**config.mk**
```make
export PLATFORM = sky130hd
export DESIGN_NAME = distribute_seq
export DESIGN_NICKNAME = d
export VERILOG_FILES = /design/src/rtl/distribute_seq_pkg.sv /design/src/rtl/distribute_lane_reg.sv /design/src/rtl/distribute_seq.sv
export SDC_FILE = /design/constraint.sdc
export NUM_CORES = 1
export LEC_CHECK = 0
export BUFFER_PORTS_ARGS = -buffer_cell sky130_fd_sc_hd__buf_2
export CAP_MARGIN = 20
export CORE_ASPECT_RATIO = 0.9
export CORE_MARGIN = 1
export CORE_UTILIZATION = 39
export CTS_CLUSTER_SIZE = 20
export DETAILED_ROUTE_END_ITERATION = 7
export GPL_TIMING_DRIVEN = 0
export PLACE_DENSITY = 0.77
export SLEW_MARGIN = 20
export SYNTH_ARGS = -nofsm -noshare
export SYNTH_HDL_FRONTEND = slang
export SYNTH_SLANG_ARGS = --single-unit
export TNS_END_PERCENT = 50
```
**constraint.sdc**
```tcl
create_clock -name clk -period 1.2 [get_ports clk]
set_input_delay 0.18 -clock clk [delete_from_list [all_inputs] [get_ports clk]]
set_output_delay 0.18 -clock clk [all_outputs]
set_load 0.02 [all_outputs]
```
**src/rtl/distribute_seq_pkg.sv**
```systemverilog
// Shared constants and pending-mask encoding for the 1-to-2 distribution node.
package distribute_seq_pkg;

  localparam int unsigned NUM_LANES  = 2;
  localparam int unsigned LANE_LO    = 0;
  localparam int unsigned LANE_HI    = 1;

  localparam logic [1:0] DEST_NONE  = 2'b00;
  localparam logic [1:0] DEST_LO    = 2'b01;
  localparam logic [1:0] DEST_HI    = 2'b10;
  localparam logic [1:0] DEST_BOTH  = 2'b11;

  // Per-lane pending mask {pend1, pend0} viewed as a node state.
  typedef enum logic [1:0] {
    PEND_IDLE = 2'b00,
    PEND_LO   = 2'b01,
    PEND_HI   = 2'b10,
    PEND_BOTH = 2'b11
  } pend_state_e;

endpackage

```
**src/rtl/distribute_lane_reg.sv**
```systemverilog
// One output lane: pending bit plus data register with load/drain/hold control.
module distribute_lane_reg #(
  parameter int unsigned DATA_WIDTH = 16
) (
  input  logic                  clk,
  input  logic                  rst,
  input  logic                  i_en,
  input  logic                  i_load,
  input  logic                  i_drain,
  input  logic [DATA_WIDTH-1:0] i_data,
  output logic                  o_pend,
  output logic [DATA_WIDTH-1:0] o_data
);

  logic                  pend_q;
  logic                  pend_d;
  logic [DATA_WIDTH-1:0] data_q;
  logic [DATA_WIDTH-1:0] data_d;

  // Load wins over drain so a same-cycle drain and refill keeps the lane busy.
  always_comb begin
    pend_d = pend_q;
    data_d = data_q;
    if (rst) begin
      pend_d = 1'b0;
      data_d = {DATA_WIDTH{1'bx}};
    end else if (i_en) begin
      if (i_load) begin
        pend_d = 1'b1;
        data_d = i_data;
      end else if (i_drain) begin
        pend_d = 1'b0;
      end
    end
  end

  always_ff @(posedge clk) begin
    pend_q <= pend_d;
    data_q <= data_d;
  end

  assign o_pend = pend_q;
  assign o_data = data_q;

endmodule

```
**src/rtl/distribute_seq.sv**
```systemverilog
// Sequential 1-to-2 distribution node: registers one word and presents it on lane 0, lane 1 or both.
module distribute_seq
  import distribute_seq_pkg::*;
#(
  parameter int unsigned DATA_WIDTH = 16
) (
  input  logic                      clk,
  input  logic                      rst,
  input  logic                      i_en,
  input  logic                      i_valid,
  input  logic [DATA_WIDTH-1:0]     i_data_bus,
  input  logic [1:0]                i_dest,
  output logic                      o_ready,
  output logic [1:0]                o_valid,
  output logic [2*DATA_WIDTH-1:0]   o_data_bus,
  input  logic [1:0]                i_ready
);

  logic [NUM_LANES-1:0] pend;
  logic [NUM_LANES-1:0] load;
  logic [NUM_LANES-1:0] drain;
  logic [NUM_LANES-1:0] xfer;
  logic [DATA_WIDTH-1:0] lane_data [NUM_LANES];
  logic                  space_c;
  logic                  accept;
  pend_state_e           pend_state;

  assign pend_state = pend_state_e'(pend);

  // Room for a new word only when every pending lane drains this cycle, keeping multicast atomic.
  always_comb begin
    space_c = 1'b0;
    case (pend_state)
      PEND_IDLE: space_c = 1'b1;
      PEND_LO:   space_c = i_ready[LANE_LO];
      PEND_HI:   space_c = i_ready[LANE_HI];
      PEND_BOTH: space_c = i_ready[LANE_LO] & i_ready[LANE_HI];
      default:   space_c = 1'b0;
    endcase
  end

  assign o_ready = i_en & ~rst & space_c;
  assign o_valid = pend & {NUM_LANES{i_en & ~rst}};
  assign xfer    = o_valid & i_ready;
  assign accept  = i_valid & o_ready;

  // An untargeted lane on accept is already empty or transferring, so it simply clears.
  always_comb begin
    load  = {NUM_LANES{accept}} & i_dest;
    drain = xfer | ({NUM_LANES{accept}} & ~i_dest);
  end

  for (genvar k = 0; k < NUM_LANES; k++) begin : g_lane
    distribute_lane_reg #(
      .DATA_WIDTH (DATA_WIDTH)
    ) u_lane (
      .clk     (clk),
      .rst     (rst),
      .i_en    (i_en),
      .i_load  (load[k]),
      .i_drain (drain[k]),
      .i_data  (i_data_bus),
      .o_pend  (pend[k]),
      .o_data  (lane_data[k])
    );
  end

  assign o_data_bus = {lane_data[LANE_HI], lane_data[LANE_LO]};

endmodule

```
==> run summary, run 1 <==
initial antenna violation count -> 0
GRT overflow -> 0
Die ar. -> 0.00306 mm²
Worst Path Arrival -> 1.26 ns
Post-Route WL -> 2.07 mm
worst vdd ir -> 0.000727 V
Synth area leader -> edfxtp_1
Clock Path Buffers -> 2
post-synthesis sequential area ratio -> 90.3%
CP Max Fanout -> 8
Core ar. -> 0.00257 mm²
final hold violations -> 0
I/O pins -> 59
Startpoint Class -> flop
dpl cells -> 148
Synth area leaders -> edfxtp_1 87%, dfxtp_1 3.6%, and2_1 2.3%
# rows -> 17
Post-DP HPWL -> 1.39 mm
DRT iter0 DRCs -> 9
Ant. Diodes -> 0
largest net degree at the start of global routing -> 17
Mapped Area -> 0.00111 mm²
Max stage delay cell, worst path -> dfxtp_2
violated checks -> negative setup slack
PnR worst setup slack -> -0.0252 ns
Worst Path Required -> 1.23 ns
hold_ws -> 0.0365 ns
CP startpoint -> g_lane[1].u_lane.o_pend
number of vias per cell -> 4.44
Global Route Usage Sum -> 13.7%
slowest cell delay on critical path -> 0.35 ns
syn nets -> 76
Routed WL per cell -> 13.0 µm
die extent in x -> 58.2 µm
Post-Route Utilization -> 61.4%
Sink Count -> 34
f_max -> 0.816 GHz
worst skew pair latency -> 0.32 ns
Worst path most repeated cell -> nand2b_4
endpoints failing setup -> 10
net count of the finished layout -> 144
Slew @ Worst Pin -> 0.236 ns
P per Cell Area -> 1490 mW/mm²
CTS H-tree depth -> 2
register bit total from synthesis -> 34
RePlAce Congestion -> 0.652
Layout area overhead -> 42.4%
max-slew violation count -> 0
status -> finished with violations
IO buf count -> 58
commonest non-fill, non-tap cell in the layout -> buf_2
number of global-route vias before repair -> 639
P_leak -> 0.000673 µW
share of cells above drive strength 1 -> 63.6%
synth warn -> 0
area share of the largest cell type after synthesis -> 86.7%
total number of vias -> 706
critical path cell sequence -> nand2b_4 -> nand4_1 -> buf_4 -> nand2b_4
Initial Util -> 43.1%
Clock Skew -> 0.00780 ns
RSZ-0062 raised after global routing -> true
Worst setup EP type -> flop
Reg2Reg Launch Point -> g_lane[1].u_lane.o_pend
Hold Path Class -> input port to flop
Syn Area/Cell -> 21.3 µm²
DRT Pass-1 Iters -> 4
Max transition margin -> 84.2%
Final Non-Filler Cells -> 159
Inserted Clock Buffers -> 5
Hold Path Origin -> i_data_bus[11]
Synth Instances -> 52
Final ANT Viol Nets -> 0
synth unique cells -> 9
Die Y -> 52.6 µm
first-pass GRT wire length -> 2.82 mm
WS Path Type -> flop to flop
DRC -> 0
Final Critical Period -> 1.23 ns
CTS clock-pin slew for the worst setup and hold paths -> 0.11 ns
number of max-cap violations -> 0
highest-count cells in the layout ignoring fill and taps -> 55 x buf_2, 32 x edfxtp_1, 5 x clkbuf_4
CTS tree -> yes
Final Cycle Share -> 102%
clock root cell -> clkbuf_4
==> sequential cells by signal (all words and copies together), names as in the netlist <==
signal	count
g_lane.u_lane.o_data	32
g_lane.u_lane.o_pend	2
==> stage by stage <==
step	power (µW)	setup TNS (ns)	instance area [µm²]	setup WS, ns
2_1_floorplan	1640	-1.39	1110	-0.0868
3_3_place_gp	1770	-7.01	1450	-0.345
3_5_place_dp	1780	-8.38	1450	-0.375
4_1_cts	2380	-0.0895	1560	-0.0482
5_1_grt	2460	-0.829	1580	-0.0749
6_report	2350	-0.243	1580	-0.0252
==> report_power, final <==
part / total (µW) / internal (µW) / switching [µW]
logic: 338 / 118 / 220
clock network: 584 / 218 / 366
registers: 1430 / 1410 / 23.5
total: 2350 / 1740 / 610
==> critical path: cells and delay by family (launching register included) <==
kind          cells  cell delay (ns)
simple gates      3             0.37
flops             1             0.35
buf+inv           1             0.20
==> layout make-up <==
cell class	instances	area (µm²)
Tap cell	38	47.5
Clock inverter	3	16.3
Sequential cell	34	1000
Multi-Input combinational cell	19	154
Timing Repair Buffer	60	320
Fill cell	200	995
Clock buffer	5	37.5
==> timing repair <==
| item | in CTS | in global routing |
|---|---|---|
| buffers inserted | 1 | 1 |
| resized for setup | 13 | 1 |
| gates cloned | 0 | 1 |
| hold buffers | 0 | 0 |
| endpoints found under the setup margin | 33 | 35 |
| pin swaps | 1 | 1 |
==> synth_stat cells <==
| cell | number |
|---|---|
| nand2b_1 | 4 |
| and2_1 | 4 |
| nand2_1 | 4 |
| dfxtp_1 | 2 |
| a21oi_1 | 2 |
| edfxtp_1 | 32 |
| and3_1 | 1 |
| nand4_1 | 2 |
| nor2b_4 | 1 |
==> final timing paths <==
kind / endpoint / slack (ns) / cells after the start
setup reg to reg: g_lane[0].u_lane.o_data[2] / -0.03 / 4
hold reg to reg: g_lane[1].u_lane.o_pend / 0.50 / 2
setup / recovery: g_lane[0].u_lane.o_data[2] / -0.03 / 4
hold / removal: g_lane[1].u_lane.o_data[11] / 0.04 / 1
==> metal layers <==
layer | part of all wire (%) | vias up | global-route usage [%]
met5 | 0 | - | 0
met4 | 0.48 | 0 | 5.95
met3 | 10 | 2 | 7.90
met2 | 49 | 49 | 25.9
met1 | 40 | 319 | 11.5
li1 | - | 336 | -
==> logic make-up (layout without fill, tap and decap cells) <==
kind of cell | count (synthesis) | in the layout | share of synthesized area, %
flops | 34 | 34 | 90.3
compound gates | 2 | 2 | 0.903
buf+inv | 0 | 68 | 0
simple gates | 16 | 17 | 8.80
Power figures use the tool's default switching activity.
==> run 2, diff against run 1 <==
- BUFFER_PORTS_ARGS: -buffer_cell sky130_fd_sc_hd__buf_2 -> default
- CORE_MARGIN: 1 -> 2
- CORE_UTILIZATION: 39 -> 53
- DONT_BUFFER_PORTS: default -> 1
- PLACE_DENSITY: 0.77 -> 0.74
==> run summary, run 2 (synthesized netlist as in run 1, its figures left out) <==
Clock Skew -> 0.00489 ns
Clock Path Buffers -> 2
Clock power frac -> 37.5%
Pint -> 2140 µW
RePlAce Congestion -> 0.660
Max transition margin -> 84.4%
Final Cycle Share -> 94.5%
slowest cell delay on critical path -> 0.35 ns
Worst setup EP type -> primary output
Bufs and invs on worst path -> 0
P per Cell Area -> 1830 mW/mm²
Core ar. -> 0.00195 mm²
WS Path Type -> flop to primary output
RSZ-0062 raised after global routing -> false
Ant. Diodes -> 0
Post-Route Utilization -> 76.7%
Inserted Clock Buffers -> 5
fin area -> 0.00150 mm²
# rows -> 15
Hold Path Class -> input port to flop
CTS H-tree depth -> 2
Die ar. -> 0.00247 mm²
f_max -> 0.881 GHz
Layout area overhead -> 35.0%
number of max-cap violations -> 0
Final ANT Viol Nets -> 0
worst vdd ir -> 0.00123 V
Startpoint Class -> flop
highest-count cells in the layout ignoring fill and taps -> 32 x edfxtp_1, 17 x dlygate4sd3_1, 6 x nand2b_4
Post-Route WL -> 2.15 mm
die extent in x -> 52.2 µm
Worst Path Arrival -> 0.95 ns
r2r setup slk -> 0.09 ns
max-slew violation count -> 0
sequential share of power -> 58.1%
commonest non-fill, non-tap cell in the layout -> edfxtp_1
DRT Pass-1 Iters -> 4
Worst Path Required -> 1.02 ns
status -> complete, no violations
clock root cell -> clkbuf_4
GRT overflow -> 0
Gate power share -> 4.5%
IO buf count -> 0
I/O pins -> 59
FILL cells -> 118
Final Critical Period -> 1.13 ns
Routed WL per cell -> 20.3 µm
Post-DP HPWL -> 1.13 mm
total number of vias -> 579
met3 wire length -> 168 µm
first-pass GRT wire length -> 2.84 mm
CTS clock-pin slew for the worst setup and hold paths -> 0.10 ns
P_leak -> 0.000550 µW
DRC -> 0
net count of the finished layout -> 104
Die Y -> 47.4 µm
CP Max Fanout -> 3
max FFs per register -> 32
Top Metal Used -> met4
met1 WL -> 883 µm
initial antenna violation count -> 0
metal2 WL -> 1.09 mm
Max stage delay cell, worst path -> dfxtp_2
endpoints failing setup -> 0
Switch Pwr -> 601 µW
largest net degree at the start of global routing -> 17
Top delay family on crit path -> flip-flops
number of vias per cell -> 5.46
DRT iter0 DRCs -> 14
share of cells above drive strength 1 -> 24.7%
hold_ws -> 0.0384 ns
number of global-route vias before repair -> 584
critical path cell sequence -> nand2b_4 -> and3_4
Global Route Usage Sum -> 18.0%
Sw Ratio -> 21.9%
Initial Util -> 56.8%
Sink Count -> 34
Slew @ Worst Pin -> 0.235 ns
worst skew pair latency -> 0.31 ns
CTS tree -> yes
final hold violations -> 0
Cell Area, Placed -> 0.00114 mm²
run 2: changes by cell type in the layout (fill, tap and decap cells not counted), moves of 2 or more:
cell / delta
buf_2: -55
dlygate4sd3_1: +17
buf_6: -2
bufinv_16: +2
nand2b_4: +2
run 2: path summary, 6_finish.rpt:
kind | start | endpoint | cells past startpoint
max reg2reg | g_lane[0].u_lane.o_pend | g_lane[0].u_lane.o_data[12] | 4
min reg2reg | g_lane[1].u_lane.o_pend | g_lane[1].u_lane.o_pend | 2
min | i_ready[1] | g_lane[1].u_lane.o_pend | 3
max | g_lane[0].u_lane.o_pend | o_ready | 2
run 2: per-stage QoR:
stage,std cells,TNS (ns),power (µW),setup slack [ns]
detailed placement,77,-6.60,1660,-0.327
global route,106,0,2830,0.0134
floorplan,52,-1.39,1640,-0.0868
global placement,77,-5.45,1660,-0.301
finish,106,0,2740,0.0656
CTS,102,-0.0314,2750,-0.0314
run 2: area by class of cell:
type,instances,area [µm²],share of cell area (%)
clock buffers,5,37.5,2.51
clock inverters,3,68.8,4.60
multi-input cells,20,170,11.4
flip-flops and latches,34,1000,67.1
well taps,25,31.3,2.09
repair buffers,19,185,12.4
run 2: worst register-to-register path, cell delays in order, from the launching register on:
cell      delay (ns)
dfxtp_2         0.35
nand2b_4        0.07
nand4_1         0.10
buf_4           0.17
nand2b_4        0.13
run 2: timing repair:
| item | in CTS | in global routing |
|---|---|---|
| setup endpoints to repair | 33 | 33 |
| hold buffers | 17 | 0 |
| hold endpoints to repair | 34 | 0 |
| setup buffers | 0 | 2 |
| pin swaps | 0 | 2 |
| gates cloned | 0 | 2 |
| gates resized for setup | 5 | 6 |
run 2: power groups by stage:
stage / sequential (µW) / clock, µW / combinational (µW)
finish: 1590 / 1030 / 122
CTS: 1590 / 1050 / 105
global route: 1600 / 1100 / 132
detailed placement: 1610 / 0 / 47.7
floorplan: 1600 / 0 / 37.8
global placement: 1610 / 0 / 47.3
run 2: layer usage:
| metal | global-route usage, % | up-vias |
|---|---|---|
| li1 | - | 256 |
| met3 | 7.96 | 2 |
| met2 | 30.9 | 38 |
| met4 | 6.15 | 0 |
| met1 | 20.9 | 283 |
| met5 | 0 | - |
